[src/rtl/shift_pipe_if.sv]
// Stream interface for the shift_pipe barrel shifter: operand/shamt/mode/tag
// on the input side, result/tag on the output side, each with valid/ready.
interface shift_pipe_if #(
  parameter int WIDTH = 32,
  parameter int TAG_W = 5
);
  localparam int SHW = $clog2(WIDTH);

  logic             in_valid;
  logic             in_ready;
  logic [WIDTH-1:0] in_data;
  logic [SHW-1:0]   in_shamt;
  logic [1:0]       in_mode;
  logic [TAG_W-1:0] in_tag;
  logic             out_valid;
  logic             out_ready;
  logic [WIDTH-1:0] out_data;
  logic [TAG_W-1:0] out_tag;

  modport master (
    output in_valid, in_data, in_shamt, in_mode, in_tag, out_ready,
    input  in_ready, out_valid, out_data, out_tag
  );

  modport slave (
    input  in_valid, in_data, in_shamt, in_mode, in_tag, out_ready,
    output in_ready, out_valid, out_data, out_tag
  );
endinterface

[src/rtl/shift_pipe.sv]
// Pipelined barrel shifter: one registered stage per shift-amount bit,
// largest shift first. Modes: 00 SLL, 01 SRL, 10 SRA, 11 ROR/SRL.
// Optional rotate: define SHIFT_PIPE_ROTATE_EN to make mode 11 rotate right;
// otherwise mode 11 behaves as SRL and no rotate logic exists.
module shift_pipe #(
  parameter int WIDTH = 32,
  parameter int TAG_W = 5
) (
  input logic         clk,
  input logic         reset,
  shift_pipe_if.slave bus
);
  localparam int SHW = $clog2(WIDTH);

  logic             vld_p   [SHW];
  logic [WIDTH-1:0] data_p  [SHW];
  logic [TAG_W-1:0] tag_p   [SHW];
  // The last stage needs no shamt/mode/sign copy, so these stop one short.
  logic [SHW-1:0]   shamt_p [SHW-1];
  logic [1:0]       mode_p  [SHW-1];
  logic             sign_p  [SHW-1];
  logic             adv;

  // One fixed-distance shift step; sign is the original operand's MSB.
  function automatic logic [WIDTH-1:0] stage_shift(
    input logic [WIDTH-1:0] d,
    input logic [1:0]       mode,
    input logic             sign,
    input int unsigned      amt
  );
    case (mode)
      2'b00:   stage_shift = d << amt;
      2'b10:   stage_shift = ({WIDTH{sign}} << (WIDTH - amt)) | (d >> amt);
`ifdef SHIFT_PIPE_ROTATE_EN
      2'b11:   stage_shift = (d >> amt) | (d << (WIDTH - amt));
`endif
      default: stage_shift = d >> amt;
    endcase
  endfunction

  // Whole pipeline advances together; stall only when the output is blocked.
  assign adv           = bus.out_ready | ~bus.out_valid;
  assign bus.in_ready  = adv;
  assign bus.out_valid = vld_p[SHW-1];
  assign bus.out_data  = data_p[SHW-1];
  assign bus.out_tag   = tag_p[SHW-1];

  // Valid, data and tag per stage; cleared by reset so the output reads zero.
  always_ff @(posedge clk) begin
    if (reset) begin
      for (int k = 0; k < SHW; k++) begin
        vld_p[k]  <= 1'b0;
        data_p[k] <= '0;
        tag_p[k]  <= '0;
      end
    end else if (adv) begin
      // stage 0: shift by WIDTH/2
      vld_p[0]  <= bus.in_valid;
      data_p[0] <= bus.in_shamt[SHW-1]
                   ? stage_shift(bus.in_data, bus.in_mode, bus.in_data[WIDTH-1], WIDTH/2)
                   : bus.in_data;
      tag_p[0]  <= bus.in_tag;
      // stages 1..SHW-1: shift by 2^(SHW-1-k)
      for (int k = 1; k < SHW; k++) begin
        vld_p[k]  <= vld_p[k-1];
        data_p[k] <= shamt_p[k-1][SHW-1-k]
                     ? stage_shift(data_p[k-1], mode_p[k-1], sign_p[k-1], 1 << (SHW-1-k))
                     : data_p[k-1];
        tag_p[k]  <= tag_p[k-1];
      end
    end
  end

  // Shift amount, mode and original sign travel with the beat; no reset needed.
  always_ff @(posedge clk) begin
    if (adv) begin
      shamt_p[0] <= bus.in_shamt;
      mode_p[0]  <= bus.in_mode;
      sign_p[0]  <= bus.in_data[WIDTH-1];
      for (int k = 1; k < SHW-1; k++) begin
        shamt_p[k] <= shamt_p[k-1];
        mode_p[k]  <= mode_p[k-1];
        sign_p[k]  <= sign_p[k-1];
      end
    end
  end
endmodule

[src/flat_wrapper.sv]
// flat-port wrapper written by rule: the top's interface ports become plain ports
module shift_pipe_flat 
#(
  parameter int WIDTH = 32,
  parameter int TAG_W = 5
)
  (clk, reset, bus_in_valid, bus_in_data, bus_in_shamt, bus_in_mode, bus_in_tag, bus_out_ready, bus_in_ready, bus_out_valid, bus_out_data, bus_out_tag);
  shift_pipe_if #(.WIDTH(WIDTH), .TAG_W(TAG_W)) bus_i ();
  input logic clk;
  input logic reset;
  input wire logic [$bits(bus_i.in_valid)-1:0] bus_in_valid;
  input wire logic [$bits(bus_i.in_data)-1:0] bus_in_data;
  input wire logic [$bits(bus_i.in_shamt)-1:0] bus_in_shamt;
  input wire logic [$bits(bus_i.in_mode)-1:0] bus_in_mode;
  input wire logic [$bits(bus_i.in_tag)-1:0] bus_in_tag;
  input wire logic [$bits(bus_i.out_ready)-1:0] bus_out_ready;
  output wire logic [$bits(bus_i.in_ready)-1:0] bus_in_ready;
  output wire logic [$bits(bus_i.out_valid)-1:0] bus_out_valid;
  output wire logic [$bits(bus_i.out_data)-1:0] bus_out_data;
  output wire logic [$bits(bus_i.out_tag)-1:0] bus_out_tag;
  assign bus_i.in_valid = bus_in_valid;
  assign bus_i.in_data = bus_in_data;
  assign bus_i.in_shamt = bus_in_shamt;
  assign bus_i.in_mode = bus_in_mode;
  assign bus_i.in_tag = bus_in_tag;
  assign bus_i.out_ready = bus_out_ready;
  assign bus_in_ready = bus_i.in_ready;
  assign bus_out_valid = bus_i.out_valid;
  assign bus_out_data = bus_i.out_data;
  assign bus_out_tag = bus_i.out_tag;
  shift_pipe #(.WIDTH(WIDTH), .TAG_W(TAG_W)) u_core (.clk(clk), .reset(reset), .bus(bus_i));
endmodule
[config.mk]
export PLATFORM = sky130hd
export DESIGN_NAME = shift_pipe_flat
export DESIGN_NICKNAME = d
export VERILOG_FILES = /design/src/rtl/shift_pipe_if.sv /design/src/rtl/shift_pipe.sv /design/src/flat_wrapper.sv
export SDC_FILE = /design/constraint.sdc
export NUM_CORES = 1
export LEC_CHECK = 0
export CAP_MARGIN = 20
export CORE_ASPECT_RATIO = 0.6
export CORE_MARGIN = 1.5
export CORE_UTILIZATION = 51
export DETAILED_ROUTE_END_ITERATION = 16
export HOLD_SLACK_MARGIN = 0.02
export PLACE_DENSITY = 0.72
export SKIP_CTS_REPAIR_TIMING = 1
export SYNTH_ARGS = -nofsm -noshare
export SYNTH_HDL_FRONTEND = slang
export SYNTH_SLANG_ARGS = --single-unit
[constraint.sdc]
create_clock -name clk -period 4.65 [get_ports clk]
set_input_delay 0.465 -clock clk [delete_from_list [all_inputs] [get_ports clk]]
set_output_delay 0.465 -clock clk [all_outputs]
set_load 0.05 [all_outputs]
Word-level counts from Yosys, hierarchy flattened
Memory sizes are Yosys's and may differ from the RTL's.
Cells that the tools add are included.
Storage, ports and cells
  register bits after elaboration: 0
  latch bits: 0
  bits in writable memories: 222
  ROM bits: 0
  input bits: 48
  output and inout port bits: 39
  logic and storage cells: 79
  memories kept: 6
Memory list
  u_core.data_p: depth 5, bits a word 32, read ports 5, clocked after memory_dff 0, write ports 5, line shift_pipe.sv:16  | logic [WIDTH-1:0] data_p [SHW];
  u_core.tag_p: depth 5, bits a word 5, read ports 5, clocked after memory_dff 0, write ports 5, line shift_pipe.sv:17  | logic [TAG_W-1:0] tag_p [SHW];
  u_core.shamt_p: depth 4, bits a word 5, read ports 4, clocked after memory_dff 0, write ports 4, line shift_pipe.sv:19  | logic [SHW-1:0] shamt_p [SHW-1];
  u_core.mode_p: depth 4, bits a word 2, read ports 4, clocked after memory_dff 0, write ports 4, line shift_pipe.sv:20  | logic [1:0] mode_p [SHW-1];
  u_core.vld_p: depth 5, bits a word 1, read ports 5, clocked after memory_dff 0, write ports 5, line shift_pipe.sv:15  | logic vld_p [SHW];
  u_core.sign_p: depth 4, bits a word 1, read ports 4, clocked after memory_dff 0, write ports 4, line shift_pipe.sv:21  | logic sign_p [SHW-1];
Cells by class
  add/sub/neg operators: 0
  multipliers: 0
  div/mod/pow operators: 0
  magnitude comparators: 0
  eq/ne operators: 5
  shifts and indexed selects: 0
  multiplexer cells: 41
  bitwise logic cells: 22
  reductions and logical operators: 5
Operator list (count)
  32-bit 2-to-1 mux: 20
  32-bit one-hot mux with 2 select lines: 5
  32-bit by 16-bit OR with 32-bit output: 1
  32-bit by 24-bit OR with 32-bit output: 1
  32-bit by 28-bit OR with 32-bit output: 1
  32-bit by 30-bit OR with 32-bit output: 1
  32-bit by 31-bit OR with 32-bit output: 1
  5-bit 2-to-1 mux: 5
  1-bit OR: 16
  1-bit 2-to-1 mux: 11
  2-bit == test, second input constant: 5
  2-bit logical NOT: 5
  1-bit inverter: 1

Longest topological paths before layout
  word-level depth: 6
  mapped depth: 5
  depth with buffers taken out: 3

Worst setup path after synthesis
Ideal clock, no wire load.
  path type: register to register
  start: memory u_core.vld_p[4]
  end: memory u_core.data_p[0][0] (enable)
  library setup time: 471 ps
  data arrival time: 3672 ps
  required time: 4179 ps
  setup slack: 507 ps
  cell stages (with the launch flop): 3
  buffers on the path: 0
  clock period less this slack: 4143 ps
  path through: edfxtp_1 > nand2b_2 > or2_2
RTL lines (line)
  from (decl): shift_pipe.sv:15
  to (decl): shift_pipe.sv:16

Worst setup path after layout
  start: input port bus_out_ready
  end: output port bus_in_ready
On the way
  word-level cells in the longest chain between the ends: 1
RTL lines
  from (decl): line flat_wrapper.sv:16  | input wire logic [$bits(bus_i.out_ready)-1:0] bus_out_ready;
  1-bit OR: line shift_pipe.sv:42  | assign adv = bus.out_ready | ~bus.out_valid;
  to (decl): line flat_wrapper.sv:17  | output wire logic [$bits(bus_i.in_ready)-1:0] bus_in_ready;
Every way passes these cells.

==> summary.txt <==
Run status
  – Outcome: completed

Power and ir drop
  – Switching power of the nets: 1090 uW
  – Clk network pwr share: 35.1%
  – Power share of the sequential group: 53.5%
  – Static leakage: 0.00405 uW
  – Switching power share of the total: 25.0%
  – Power density cells: 372 mW/mm^2
  – Combinational share of power: 11.4%
  – Cell-internal power: 3260 uW
  – VDD IR max: 0.000255 V

Floorplanning
  – # rows: 40
  – Area inside the core boundary: 0.0200 mm^2
  – Area enclosed by the die boundary: 0.0213 mm^2
  – Height of the die: 114 um
  – Number of top-level pins: 87
  – DIE WIDTH: 188 um
  – Starting Density: 52.1%

Clocking
  – Clock tree from TritonCTS: done
  – Root Buffer Master: sky130_fd_sc_hd__clkbuf_16
  – Latest clock arrival within the worst-skew pair: 0.49 ns
  – Maximum buffer depth of the clock tree: 3
  – Max H-tree Level: 1
  – Clk sinks: 212
  – Post-CTS clock slew at the launch and capture registers of the worst setup and hold paths: 0.06 ns
  – Clock buffer count from CTS: 21

STA
  – Final hold slack: 0.424 ns
  – Worst Max-Slew Pin Slew: 0.975 ns
  – Worst rel slew slack: 34.9%
  – Fin. Hold Viols: 0
  – Clock period minus worst slack: 2.83 ns
  – Number of pins exceeding their max-slew limit in the final report: 0
  – Setup Total Neg Slack: 0 ns
  – Final critical-path share of the clock period: 60.9%
  – Maximum clock frequency: 0.353 GHz
  – Setup repair after global routing missed its margin: no
  – Worst clock skew on the final layout: 0.00980 ns
  – Final setup violation count: 0

GRT
  – Wire length of the first global-routing pass: 32.1 mm
  – Total overflow reported by the global router: 0
  – Initial antenna violation count: 0
  – Vias in the first global route: 6104
  – Pin count of the biggest net entering global routing: 93
  – Global-route usage over all layers: 18.7%

Final layout
  – Area growth from synthesis to layout: 12.0%
  – Fraction of final layout cells sized beyond drive strength 1: 7.17%
  – Ant diodes: 0
  – NumNets Final: 1010
  – Core Util, Final: 58.4%
  – Fill count: 1619

Place
  – Number of buffer cells added on primary ports: 86
  – Sum of net half-perimeters after detailed placement: 12.7 mm
  – Placer congestion estimate: 0.782

Detailed routing
  – DRT antenna net count: 0
  – Routed WL per cell: 15.8 um
  – Via density: 5.67
  – Overall via count from detail_route: 7080
  – Post-detailed-route DRC marker count: 0
  – Total Routed Length: 19.7 mm
  – Number of optimization iterations in the first detailed-route pass: 6
  – Iteration-0 DRC Markers: 743

Yosys
  – Async set or reset register ratio after synthesis: 0%
  – Number of enable-type register cells in the synthesized netlist: 212
  – Mapped Cells: 957
  – Number of warning messages in the yosys log: 0
  – Avg Synthesized Cell Area: 10.9 um^2
  – Distinct cell type count after synthesis: 35
  – Register bit total from synthesis: 212
  – Portion of the post-synthesis area used by sequential elements: 61.0%
  – Combined area of all synthesized cells: 0.0104 mm^2
  – Main flop type after synthesis: sky130_fd_sc_hd__edfxtp_1
  – Synthesized netlist net count: 1005

Worst setup path
  – Slack of the worst reg-to-reg path: 2.30 ns
  – Critical Path Source Type: primary input
  – Kind of critical path: in -> out
  – Critical Path End Type: output port
  – Crit path DAT: 2.37 ns
  – Data required time at the worst endpoint: 4.18 ns
  – Crit-path max FO: 26

Min path
  – Worst hold path class: reg -> reg

Flow run
  – Number of maximum-capacitance constraint violations: 0
[path summary, 6_finish.rpt]
kind,start,end,cells past startpoint
setup / recovery,bus_out_ready,bus_in_ready,3
hold / removal,u_core.shamt_p[1][1],u_core.shamt_p[2][1],0
setup reg to reg,u_core.vld_p[4],u_core.data_p[0][22],3
hold reg to reg,u_core.shamt_p[1][1],u_core.shamt_p[2][1],0
[synthesized netlist by cell type (19+ instances only)]
cell / number / share of area (%)
sky130_fd_sc_hd__a21oi_1: 32 / 1.5
sky130_fd_sc_hd__buf_2: 42 / 2.0
sky130_fd_sc_hd__a211oi_1: 19 / 1.4
sky130_fd_sc_hd__buf_4: 42 / 3.0
sky130_fd_sc_hd__nand3_1: 31 / 1.5
sky130_fd_sc_hd__clkbuf_1: 23 / 0.83
sky130_fd_sc_hd__and2_1: 32 / 1.9
sky130_fd_sc_hd__nor2_1: 127 / 4.6
sky130_fd_sc_hd__edfxtp_1: 212 / 61
sky130_fd_sc_hd__nand2b_1: 24 / 1.4
sky130_fd_sc_hd__a311oi_1: 89 / 7.5
sky130_fd_sc_hd__nand2_1: 233 / 8.4
[power by group through the flow]
stage	combinational (uW)	sequential (uW)	clock, uW
2_1_floorplan	394	2330	0
5_1_grt	541	2340	1640
3_3_place_gp	483	2360	0
3_5_place_dp	492	2360	0
6_report	494	2320	1530
4_1_cts	494	2320	1560
[metal layers]
layer	vias to the layer above	part of all wire (%)	GRT usage [%]	wire (um)
li1	3442	-	-	-
met1	3333	48	29.3	9440
met5	-	0	0	0
met4	0	1.6	3.95	316
met2	271	42	26.7	8310
met3	34	8.1	3.88	1600
[stage by stage]
step | setup WS, ns | instances | instance area (um^2) | power, uW
final | 1.82 | 1249 | 11700 | 4340
after detailed placement | 1.71 | 1212 | 11100 | 2850
after global routing | 1.73 | 1249 | 11700 | 4510
after floorplan | 0.507 | 957 | 10400 | 2720
after CTS | 1.80 | 1249 | 11700 | 4380
after global placement | 1.72 | 1212 | 11100 | 2840
[sequential cells by signal, summed over array words and instances (netlist names)]
signal,count
u_core.data_p,160
u_core.tag_p,25
u_core.shamt_p,10
u_core.mode_p,8
u_core.vld_p,5
u_core.sign_p,4
[cell usage in the layout, fill, tap and decap left out, drive strengths merged, types with 4 or more instances in the layout]
cell	count
nand2	233
inv	4
clkdlybuf4s50	86
clkinvlp	4
clkbuf	23
or2	6
buf	11
a211oi	23
clkinv	8
a21oi	32
nor2	130
nand3	31
a311oi	102
edfxtp	212
and2	32
nand2b	26
[cells by family after synthesis]
kind of cell / count (synthesis) / share of synthesized area, %
AOI/OAI and AO/OA: 164 / 13.3
and+or+nand+nor: 463 / 18.9
buffers and inverters: 117 / 6.70
muxes: 1 / 0.0960
DFF: 212 / 61.0
[layout make-up]
cell class | count | area [um^2] | share of cell area (%)
well taps | 273 | 342 | 2.92
inverters | 2 | 7.51 | 0.0642
clock buffers | 23 | 533 | 4.56
flip-flops and latches | 212 | 6370 | 54.5
repair buffers | 97 | 981 | 8.39
clock inverters | 14 | 83.8 | 0.717
multi-input cells | 628 | 3370 | 28.9
[critical path, cell delays in order]
cell and delay [ns]:
sky130_fd_sc_hd__clkdlybuf4s50_1 0.44, sky130_fd_sc_hd__nand2b_2 0.52, sky130_fd_sc_hd__clkdlybuf4s50_1 0.92
Note: power is estimated with default switching activity, not from simulation.
==> RTL change 1: new RTL, same settings <==
`WIDTH` is set to 32 in 3 places; all go to 16.
--- a/src/rtl/shift_pipe_if.sv
+++ b/src/rtl/shift_pipe_if.sv
@@ -1,7 +1,7 @@
 // Stream interface for the shift_pipe barrel shifter: operand/shamt/mode/tag
 // on the input side, result/tag on the output side, each with valid/ready.
 interface shift_pipe_if #(
-  parameter int WIDTH = 32,
+  parameter int WIDTH = 16,
   parameter int TAG_W = 5
 );
   localparam int SHW = $clog2(WIDTH);
--- a/src/rtl/shift_pipe.sv
+++ b/src/rtl/shift_pipe.sv
@@ -3,7 +3,7 @@
 // Optional rotate: define SHIFT_PIPE_ROTATE_EN to make mode 11 rotate right;
 // otherwise mode 11 behaves as SRL and no rotate logic exists.
 module shift_pipe #(
-  parameter int WIDTH = 32,
+  parameter int WIDTH = 16,
   parameter int TAG_W = 5
 ) (
   input logic         clk,
--- a/src/flat_wrapper.sv
+++ b/src/flat_wrapper.sv
@@ -1,7 +1,7 @@
 // flat-port wrapper written by rule: the top's interface ports become plain ports
 module shift_pipe_flat 
 #(
-  parameter int WIDTH = 32,
+  parameter int WIDTH = 16,
   parameter int TAG_W = 5
 )
   (clk, reset, bus_in_valid, bus_in_data, bus_in_shamt, bus_in_mode, bus_in_tag, bus_out_ready, bus_in_ready, bus_out_valid, bus_out_data, bus_out_tag);
Interface: changed (resized bus_in_data, bus_in_shamt and bus_out_data); port bits go from 87 to 54. No check against the original RTL was run, so the function may have changed too.
==> RTL change 1 against the unedited design <==
Area after synthesis down 55%. Wire length down 59%. Sequential share of layout area up 0.29 points. Via count down 58%. Combinational power down 53%. Sequential power down 51%. Worst setup slack better by 0.17 ns. Cell area down 52%. Sequential cell count down 109. Power down 49%. Register-to-register slack better by 0.32 ns. Die area down 54%. Clock skew down 0.0032 ns.
==> RTL change 1: results (changes against the unedited design) <==
- Status: complete, no violations
- Port Buffers: 53 (-38%)
- EDFF count, synth: 103 (-51%)
- Crit-path slowest cell: clkdlybuf4s50_1
- Met1 Usage GRT: 0.219 (-0.0736)
- Top layer in use: met4
- Seq/total area: 0.548 (+0.00288)
- CTS Root Cell: clkbuf_16
- Met3 Usage GRT: 0.0538 (+0.0150)
- Largest regs: u_core.data_p (64), u_core.tag_p (20)
- Post-DP HPWL: 5190 um (-59%)
- Met2 WL post-DR: 3620 um (-56%)
- Wl on met1: 3790 um (-60%)
- Met2 usage: 0.264 (-0.00308)
- Initial antenna violation count: 0 (unchanged)
- Total track usage: 0.169 (-0.0177)
- Slew headroom: 0.301 (-0.0479)
- Fill cells: 653 (-60%)
- First-pass GRT wire length: 12700 um (-60%)
- Clk tree area frac: 0.0596 (+0.00681)
- Post-Route WL: 8010 um (-59%)
- Multi-input gates: 267 (-57%)
- Leak pwr: 2.00 nW (-50%)
- Worst Path Arrival: 2.20 ns (-0.17 ns)
- Area after DPL: 5290 um^2 (-52%)
- Clock H-tree levels: 3 (+2)
- Die Footprint: 9890 um^2 (-54%)
- Pin count of the biggest net entering global routing: 89 (-4.3%)
- FFs & Latches: 103 (-51%)
- Multi-input gate share of total cell area: 0.266 (-0.0230)
- DRT Pass-1 Iters: 5 (-1)
- Signal inverters: 0 (-2)
- Share of the synthesized area in the top cell type: 0.653 (+0.0430)
- Post-synthesis net count: 431 (-57%)
- Share of layout cells above drive strength 1: 0.0771 (+0.00538)
- Vias in the first global route: 2678 (-56%)
- Final Skew: 0.00658 ns (-0.00322 ns)
- Post-synth cell types: 29 (-17%)
- Repair and plain buffers: 55 (-43%)
- Global placement routability congestion: 0.839 (+7.2%)
- CTS Buffer Depth: 2 (-1)
- Largest stage delay, worst path: 0.89 ns (-0.03 ns)
- VDD IR-drop max: 0.213 mV (-16%)
- # clk buffers: 9 (-61%)
- Met3 routed WL: 457 um (-71%)
- Switch share: 0.227 (-0.0233)
- Data buffer area share: 0.102 (+0.0184)
- Top post-synthesis cells by count: edfxtp_1 (103), nand2_1 (81), nor2_1 (47)
- Register Area: 3090 um^2 (-51%)
- CP max FO: 19 (-27%)
- Sequential area share after synthesis: 0.653 (+0.0430)
- DRT iter0 DRCs: 178 (-76%)
- Fin nets: 467 (-54%)
- Clk_lat worst skew: 0.35 ns (-0.14 ns)
- Yosys warnings: 0 (unchanged)
- Top cells by area, synth: edfxtp_1 (65%), nand2_1 (6.4%), a311oi_1 (5.4%)
- Vias: 3005 (-58%)
## RTL change 1: cell types whose count changed in the layout (fill, tap and decap cells not counted), moves of 6 or more
cell and delta:
buf_4 -8, a21oi_1 -16, nor2_1 -80, nand3_1 -16
and2_1 -6, nand2_1 -152, clkdlybuf4s50_1 -33, clkbuf_16 -12
nand2b_1 -8, edfxtp_1 -109, a211oi_1 -12, a311oi_1 -60
## RTL change 1: metrics by stage
step / hold slack, ns / setup WS, ns / instances
after floorplan: 0.400 / 1.88 / 400
after global placement: 0.405 / 1.95 / 535
after detailed placement: 0.405 / 1.89 / 536
after CTS: 0.419 / 1.96 / 552
after global routing: 0.422 / 1.88 / 553
final: 0.417 / 1.98 / 553
## RTL change 1: power groups by stage
stage	sequential, mW	combinational [mW]	clock, mW
2_1_floorplan	1.19	0.124	0
3_3_place_gp	1.16	0.224	0
3_5_place_dp	1.16	0.233	0
4_1_cts	1.14	0.234	0.848
5_1_grt	1.15	0.253	0.883
6_report	1.14	0.234	0.836
## RTL change 1: logic make-up after synthesis
logic type / after synthesis / share of synthesized area
AO/OA/AOI/OAI: 67 / 0.121
buffers and inverters: 30 / 0.0309
flip-flops: 103 / 0.653
multiplexers: 1 / 0.00211
AND/OR/NAND/NOR: 199 / 0.193
## RTL change 1: path summary, 6_finish.rpt
kind                                      startpoint              endpoint  slack [ns]  cells past startpoint
worst min register to register  u_core.shamt_p[0][4]  u_core.shamt_p[0][8]        0.42                      0
worst max register to register       u_core.vld_p[3]   u_core.data_p[2][5]        2.62                      4
worst min-delay path            u_core.shamt_p[0][4]  u_core.shamt_p[0][8]        0.42                      0
worst max-delay path                   bus_out_ready          bus_in_ready        1.98                      3
## RTL change 1: critical path, delay by kind of cell
kind / cells / cell delay [ns]
and+or+nand+nor: 1 / 0.40
buffers and inverters: 2 / 1.33
==> RTL change 2: new RTL, same settings <==
Made on the original files. Add a define of `SHIFT_PIPE_ROTATE_EN`.
--- a/src/rtl/shift_pipe.sv
+++ b/src/rtl/shift_pipe.sv
@@ -2,6 +2,8 @@
 // largest shift first. Modes: 00 SLL, 01 SRL, 10 SRA, 11 ROR/SRL.
 // Optional rotate: define SHIFT_PIPE_ROTATE_EN to make mode 11 rotate right;
 // otherwise mode 11 behaves as SRL and no rotate logic exists.
+`define SHIFT_PIPE_ROTATE_EN
+
 module shift_pipe #(
   parameter int WIDTH = 32,
   parameter int TAG_W = 5
Behaviour: not the same (Yosys sat finds a counterexample within 10 cycles, from zero or initial values).
==> RTL change 2 against the unedited design <==
Critical path type unchanged. Cell count grew 3.7%. Area after synthesis grew 3.8%. Wire length grew 13%. Combinational power grew 7.9%. Cell area grew 3.8%. Largest cell class unchanged. Maximum frequency shrank 3.0%. Sequential share of layout area shrank 2.0 points. Power grew 3.7%. Worst setup slack lost 0.088 ns. Sequential cell count is the same.
==> RTL change 2: results (changes against the unedited design) <==
- RR Endpoint: u_core.data_p[0][73]
- Largest stage delay, worst path: 0.94 ns (+0.02 ns)
- Pre-CTS setup slack: 1.44 ns (-0.268 ns)
- Top post-synthesis cells by count: edfxtp_1 (212), nand2_1 (205), nor2_1 (146)
- Sequential area share after synthesis: 0.588 (-0.0224)
- Worst R2R Start: u_core.vld_p[0][4]
- Global placement routability congestion: 0.816 (+4.3%)
- Leak pwr: 4.25 nW (+5.0%)
- Post-synth cell types: 34 (-2.9%)
- Vias in the first global route: 6735 (+10%)
- Post-synthesis net count: 1052 (+4.7%)
- Via density: 5.82 (+2.7%)
- Total track usage: 0.204 (+0.0175)
- Hold path start: u_core.shamt_p[0][2]
- Final worst slack: 1.73 ns (-0.0878 ns)
- Status: complete, no violations
- First-pass GRT wire length: 35700 um (+11%)
- Sw Pwr: 1.12 mW (+2.6%)
- Post-DP HPWL: 14600 um (+15%)
- Per-cell routed wire length: 17.2 um (+9.0%)
- Worst slew pin tran: 1.03 ns (+0.0555 ns)
- Fill cells: 1745 (+7.8%)
- DRT iter0 DRCs: 690 (-7.1%)
- R2R setup slack: 2.03 ns (-0.27 ns)
- Reg2Reg Depth: 4 (+1)
## RTL change 2: layer usage
metal	global-route usage	wire [um]	up-vias
li1	-	-	3620
met1	0.299	10400	3619
met2	0.317	9760	273
met3	0.0415	1690	30
met4	0.0427	414	0
met5	0	0	-
## RTL change 2: cells by family (layout without fill, tap and decap cells)
logic type,after synthesis,after routing,synth area share
and+or+nand+nor,459,459,0.183
DFF,212,212,0.588
AOI/OAI and AO/OA,192,192,0.145
buffers and inverters,124,136,0.0675
muxes,17,17,0.0159
## RTL change 2: power by group through the flow
stage	logic, mW	clock network (mW)	registers [mW]
3_5_place_dp	0.525	0	2.39
6_report	0.533	1.62	2.35
3_3_place_gp	0.510	0	2.39
4_1_cts	0.527	1.65	2.35
5_1_grt	0.586	1.73	2.36
2_1_floorplan	0.429	0	2.34
## RTL change 2: how the worst max path moves through the flow
stage,startpoint,end,cells after the start
global route,bus_out_ready,bus_in_ready,3
global placement,bus_out_ready,u_core.data_p[0][74],5
floorplan,u_core.vld_p[0][4],u_core.data_p[0][0],2
detailed placement,bus_out_ready,u_core.data_p[0][73],5
CTS,bus_out_ready,bus_in_ready,3
finish,bus_out_ready,bus_in_ready,3
## RTL change 2: final cells by class
cell class                 count  share of cell area
clock buffer                  25              0.0445
clock inverter                11             0.00835
multi-input combinational    668               0.309
sequential                   212               0.525
tap                          279              0.0288
timing repair buffer         100              0.0850
## RTL change 2: metrics by stage
stage,power (mW),utilization,hold slack [ns],instance area [um^2],cells
2_1_floorplan,2.77,-,0.400,10800,1004
3_3_place_gp,2.90,0.546,0.402,11400,1257
3_5_place_dp,2.91,0.548,0.406,11500,1258
4_1_cts,4.53,0.578,0.419,12100,1294
5_1_grt,4.68,0.580,0.422,12100,1295
6_report,4.50,0.580,0.418,12100,1295
## RTL change 2: worst reg2reg max path, stage by stage, from the launching register on
cell and delay, ns:
edfxtp_1 0.41, nand2b_2 0.54, nand2b_4 0.69, buf_12 0.49
a311oi_1 0.30
